File: src/rtl/mult_accum.sv
// mult_accum: accumulates a run of small unsigned products with wrap-around and a sticky overflow flag
module mult_accum #(
    parameter int ACC_W = 6,
    parameter int LEN_W = 4
) (
    input  logic             clk,
    input  logic             rst_n,
    input  logic             start,
    input  logic [LEN_W-1:0] len,
    input  logic             clr,
    input  logic             in_valid,
    input  logic [3:0]       P,
    output logic             in_ready,
    output logic [ACC_W-1:0] acc,
    output logic             busy,
    output logic             done,
    output logic             ovf
);
    typedef enum logic [1:0] {IDLE, ACCUM, DONE} state_t;
    state_t state, state_nxt;
    logic [LEN_W:0] cnt;
    logic [ACC_W:0] sum;
    logic xfer;
    assign in_ready = state == ACCUM && !clr;
    assign busy     = state != IDLE;
    assign done     = state == DONE;
    assign xfer     = in_valid && in_ready;
    assign sum      = {1'b0, acc} + (ACC_W + 1)'(P);
    // state register
    always_ff @(posedge clk or negedge rst_n) begin
        if (!rst_n) state <= IDLE;
        else state <= state_nxt;
    end
    // next state: clr wins, DONE lasts exactly one cycle
    always_comb begin
        state_nxt = state;
        if (clr) state_nxt = IDLE;
        else if (state == IDLE && start) state_nxt = ACCUM;
        else if (xfer && cnt == (LEN_W + 1)'(1)) state_nxt = DONE;
        else if (state == DONE) state_nxt = IDLE;
    end
    // datapath: count is one bit wider so len=0 can load 2**LEN_W
    always_ff @(posedge clk or negedge rst_n) begin
        if (!rst_n) begin
            acc <= '0;
            ovf <= 1'b0;
            cnt <= '0;
        end else if (clr) begin
            acc <= '0;
            ovf <= 1'b0;
            cnt <= '0;
        end else if (state == IDLE && start) begin
            acc <= '0;
            ovf <= 1'b0;
            cnt <= len == '0 ? {1'b1, {LEN_W{1'b0}}} : {1'b0, len};
        end else if (xfer) begin
            acc <= sum[ACC_W-1:0];
            ovf <= ovf | sum[ACC_W];
            cnt <= cnt - (LEN_W + 1)'(1);
        end
    end
endmodule

File: config.mk
export PLATFORM = sky130hd
export DESIGN_NAME = mult_accum
export DESIGN_NICKNAME = d
export VERILOG_FILES = /design/src/rtl/mult_accum.sv
export SDC_FILE = /design/constraint.sdc
export NUM_CORES = 1
export LEC_CHECK = 0
export BUFFER_PORTS_ARGS = -buffer_cell sky130_fd_sc_hd__clkbuf_2
export CORE_AREA = 2 2 45 47
export CTS_CLUSTER_SIZE = 8
export DETAILED_ROUTE_END_ITERATION = 8
export DIE_AREA = 0 0 47 49
export MAX_ROUTING_LAYER = met4
export PLACE_DENSITY = 0.75
export SYNTH_ARGS = -nofsm -noshare
export SYNTH_HDL_FRONTEND = slang
export SYNTH_SLANG_ARGS = --single-unit
File: constraint.sdc
create_clock -name clk -period 2.1 [get_ports clk]
set_input_delay 0.42 -clock clk [delete_from_list [all_inputs] [get_ports clk]]
set_output_delay 0.42 -clock clk [all_outputs]
set_load 0.01 [all_outputs]
* Word level (Yosys, flattened, before mapping)
Cells that the tools add are included.
** Word-level totals
- Register bits after elaboration :: 14
- Input bits :: 13
** Operators by class
- Add/subtract/negate cells :: 2
- Equal/unequal tests :: 3
- Muxes and demuxes :: 14
- Bitwise operators :: 1
- Reduce and logical (&&, ||, !) cells :: 10
** Operator list (count)
- 2-to-1 mux 5 bit :: 4
- 2-to-1 mux 6 bit :: 3
- 2-to-1 mux 2 bit :: 4
- adder 6 x 4 -> 7 bit :: 1
- equality test 5 x 1 -> 1 bit (second input constant) :: 1
- subtractor 5 x 1 -> 5 bit (second input constant) :: 1
- logical AND 1 bit :: 4
- logical NOT 4 bit :: 1
- nonzero test 4 bit :: 1
- 2-to-1 mux 1 bit :: 3
- nonzero test 3 bit :: 1
- equality test 2 x 1 -> 1 bit (second input constant) :: 1
- equality test 2 bit (second input constant) :: 1
- logical NOT 2 bit :: 1
- nonzero test 2 bit :: 1
- logical NOT 1 bit :: 1
- bitwise OR 1 bit :: 1

* Logic depth before layout (Yosys ltp)
- Word-level depth :: 7
- Depth in mapped cells :: 7
- Depth with buffers taken out :: 6

* Worst setup path after synthesis
OpenSTA, ideal clock, no wires.
- Path kind :: input port to flip-flop
- Start :: input P[0]
- End :: register ovf
- Setup time :: 0.119 ns
- Arrival time :: 1.587 ns
- Required time :: 1.981 ns
- Slack :: 0.395 ns
- Stages on the path :: 6
- Buffers on the path :: 0
- Cell sequence :: ha_1 > fa_1 > a21o_1 > a21oi_1 > nor3_1 > o21a_1
** On the way
- Word-level cells in the longest chain between the ends :: 5
** Ends and longest elaborated chain
- start: declaration :: RTL line 12 : input logic [3:0] P,
- adder 6 x 4 -> 7 bit :: RTL line 28 : assign sum = {1'b0, acc} + (ACC_W + 1)'(P);
- bitwise OR 1 bit :: RTL line 58 : ovf <= ovf | sum[ACC_W];
- 2-to-1 mux 1 bit :: RTL line 56 : end else if (xfer) begin
- 2-to-1 mux 1 bit :: RTL line 52 : end else if (state == IDLE && start) begin
- 2-to-1 mux 1 bit :: RTL line 48 : end else if (clr) begin
- end signal: assignment :: RTL line 58
- end: declaration :: RTL line 17 : output logic ovf
No other way between the ends. The select of a mux whose other input is x is not followed.
A chain may end at the register's enable or synchronous reset.

* Final worst setup path
- Start :: register acc[0]
- End :: register ovf
** On the way
- Word-level cells in the longest chain between the ends :: 5
** Ends and longest elaborated chain
- start: declaration :: RTL line 14 : output logic [ACC_W-1:0] acc,
- start signal: assignment :: RTL line 57 : acc <= sum[ACC_W-1:0];
- adder 6 x 4 -> 7 bit :: RTL line 28
- bitwise OR 1 bit :: RTL line 58
- 2-to-1 mux 1 bit :: RTL line 56
- 2-to-1 mux 1 bit :: RTL line 52
- 2-to-1 mux 1 bit :: RTL line 48
No other way between the ends. The select of a mux whose other input is x is not followed.

==> summary.txt <==
Status = completed
Area grow syn2layout = 19.9%
Die Y = 49 microns
Mapped Area = 882 sq um
Die width = 47 microns
Nets@finish = 133
Endpoint class of the critical path = flip-flop
Setup ws final = 0.299 ns
FF-to-FF End = ovf
Worst path max stage delay = 0.43 ns
GRT Total Usage = 21.6%
Final non-filler cell area = 0.00106 sq mm
Synth Area in Simple Gates = 20.7%
Pre-CTS WS = 0.197 ns
IO Port Bufs = 22
Post-CTS Setup Inserts = 0
Core Region = 0.00184 sq mm
Worst Reg-to-Reg Cells = 6
Detailed Route Iter0 Violations = 22
WL per Instance = 13.8 microns
DRC = 0
CTS H-tree lvls = 1
Least-Margin Pin Slew = 0.432 ns
TNS Setup = 0 ns
Relative slew slack = 71.2%
CTS Buffer Depth = 2
Crit Path Category = flip-flop to flip-flop
RePlAce Congestion = 0.796
Vias/cell = 5.65
Die Footprint = 0.00230 sq mm
Yosys top cell by area = dfrtp_1
WHS = 0.0213 ns
Cells traversed along the worst timing path = ha_1 -> fa_1 -> a21o_1 -> a21oi_1 -> nor3_1 -> o21a_1
Slew Viols, Final = 0
Clock-pin slew on the worst setup and hold paths = 0.09 ns
Max-cap viol count = 0
# hold bufs at CTS = 0
Main combinational cell family by area after synthesis = compound AO/OA/AOI/OAI gates
Total I/O pin count = 23
Pin count of the biggest net entering global routing = 15
Post-DP Area = 0.00102 sq mm
Largest cells by area after synthesis = dfrtp_1 (40%), ha_1 (8.5%), a22o_1 (4.0%), nor2_1 (3.0%), a21oi_1 (2.8%)
Worst-skew pair later-pin latency = 0.28 ns
Drt total wl = 1930 microns
DP HPWL = 1480 microns
Post_cts resized = 0
Crit path DAT = 1.98 ns
Post-synthesis adder-cell area fraction = 10.8%
Mux contribution to synthesized area = 1.13%
Total CTS buffers = 3
Sequential Area = 350 sq um
RSZ-0062 raised after global routing = no
Number of global-route vias before repair = 766
Ratio of cells with drive above 1 in the final layout = 31.3%
CP max stage cell = fa_1
Worst setup path endpoint = ovf
Critical Path Start = acc[0]
Fmax = 555 MHz
YS warnings = 0
Element type at the critical path start = flip-flop
Worst-path maximum fanout = 3
Post-synth top area share = 39.7%
Final Hold Vio Count = 0
Drt pass-1 iters = 4
GRT overflow = 0
First-pass GRT wire length = 3530 microns
Peak supply drop = 0.000456 V
Root buf cell = clkbuf_4
Total vias in the final route = 785
CTS tree = yes
Routed Antenna Nets = 0
Final Cycle Share = 85.8%
Initial Util = 47.9%
Syn nets = 106
R2R Setup Slk = 0.30 ns
Leak = 0.000527 uW
Reg2reg start = acc[0]
Rows = 16
Layout fillers = 193
CTS sink cnt = 14
Multi-input gate area = 493 sq um
CP Data Required Time = 2.28 ns
# diodes = 0
PD cells = 630 mW/mm^2
#FFs+latches synth = 14
Synth Area in Compound Gates = 22.3%
Setup Skew = 0.00314 ns
Xor and xnor fraction of the mapped netlist area = 0.993%
Final min period = 1.80 ns
Seq/Total Area, Yosys = 39.7%
Syn_area_per_cell = 10.3 sq um
Unique masters post-synth = 33
Synthesized instance count = 86
HP Class = input port to asynchronous set/reset pin
Final setup viols = 0
Initial antenna violation count = 0
-- registers in the layout (all words and copies together), names as in the netlist --
signal  flops
state       2
ovf         1
acc         6
cnt         5
-- layout by cell type, fill, tap and decap left out --
master	synthesis	routed
nor3b_1	2	2
a221o_1	2	2
clkbuf_2	0	22
ha_1	6	6
dfrtp_1	14	14
o2bb2ai_1	1	1
inv_1	3	3
a21oi_1	5	5
o31ai_1	1	1
nor4_1	1	1
clkbuf_8	0	1
clkbuf_4	0	3
nor4b_2	1	1
xnor2_1	1	1
or3_1	2	2
nor2_1	7	7
a21o_1	2	2
nor3_1	3	3
a31oi_1	1	1
or2_2	2	2
o221ai_1	1	1
and2b_1	1	1
nor3_2	1	1
a211oi_1	2	2
nand3_1	3	3
o21ai_0	3	3
nor4bb_4	1	1
nand2_1	6	6
a22o_1	4	4
o21a_1	3	3
buf_4	0	3
mux2i_1	1	1
fa_1	1	1
a32oi_1	1	1
a31o_2	1	1
-- cell families (layout without fill, tap and decap cells) --
kind of cell	count (synthesis)	after routing
and+or+nand+nor	30	30
AOI/OAI and AO/OA	27	27
DFF	14	14
adders and majority gates	7	7
buffers and inverters	6	32
xor gates and xnor gates	1	1
muxes	1	1
-- Yosys cell counts (all sizes together) --
cell / count
a21oi: 5
a21o: 2
o221ai: 1
or2: 2
a211oi: 2
a22o: 4
inv: 3
o21ai: 3
o31ai: 1
buf: 3
dfrtp: 14
nor4b: 1
nand2: 6
xnor2: 1
ha: 6
or3: 2
o2bb2ai: 1
a32oi: 1
o21a: 3
fa: 1
nor3: 4
a31o: 1
nor3b: 2
a221o: 2
a31oi: 1
nor4bb: 1
nand3: 3
nor4: 1
mux2i: 1
and2b: 1
nor2: 7
-- critical path: cells and delay by family (launching register included) --
family / cells / cell delay [ns]
adder cells (fa/ha/maj): 2 / 0.67
AO/OA/AOI/OAI: 3 / 0.56
flip-flops: 1 / 0.40
AND/OR/NAND/NOR: 1 / 0.08
-- metrics by stage --
step | total power [uW] | cells | util [%]
after floorplan | 421 | 86 | -
after global placement | 467 | 135 | 55.4
after detailed placement | 475 | 135 | 55.4
after CTS | 671 | 139 | 57.4
after global routing | 710 | 139 | 57.4
final | 666 | 139 | 57.4
-- report_power, final --
| part | switching [uW] | internal [uW] | leakage, uW |
|---|---|---|---|
| registers | 23.6 | 290 | 0.000190 |
| clock network | 90.6 | 106 | 0.0000210 |
| logic | 82.2 | 73.8 | 0.000317 |
| total | 196 | 469 | 0.000527 |
-- layer usage --
metal  track usage, %  vias to the layer above  wire, microns
met4             8.33                        0             42
met2             31.5                       22            893
li1                 -                      376              -
met1             29.9                      383            884
met5                -                        -              0
met3             3.33                        4            105
-- worst min path at each step --
stage / end / from / slack [ns]
after CTS: acc[3] / rst_n / 0.04
after global routing: acc[3] / rst_n / 0.05
final: acc[1] / rst_n / 0.02
after global placement: acc[1] / rst_n / 0.35
after detailed placement: acc[3] / rst_n / 0.35
after floorplan: acc[0] / rst_n / 0.12
-- final cells by class --
class                           instances  share of cell area [%]
Clock buffer                            4                    3.43
Inverter                                3                    1.07
Multi-Input combinational cell         66                    46.6
Sequential cell                        14                    33.1
Tap cell                               27                    3.20
Timing Repair Buffer                   25                    12.5
(Power assumes the default switching activity.)
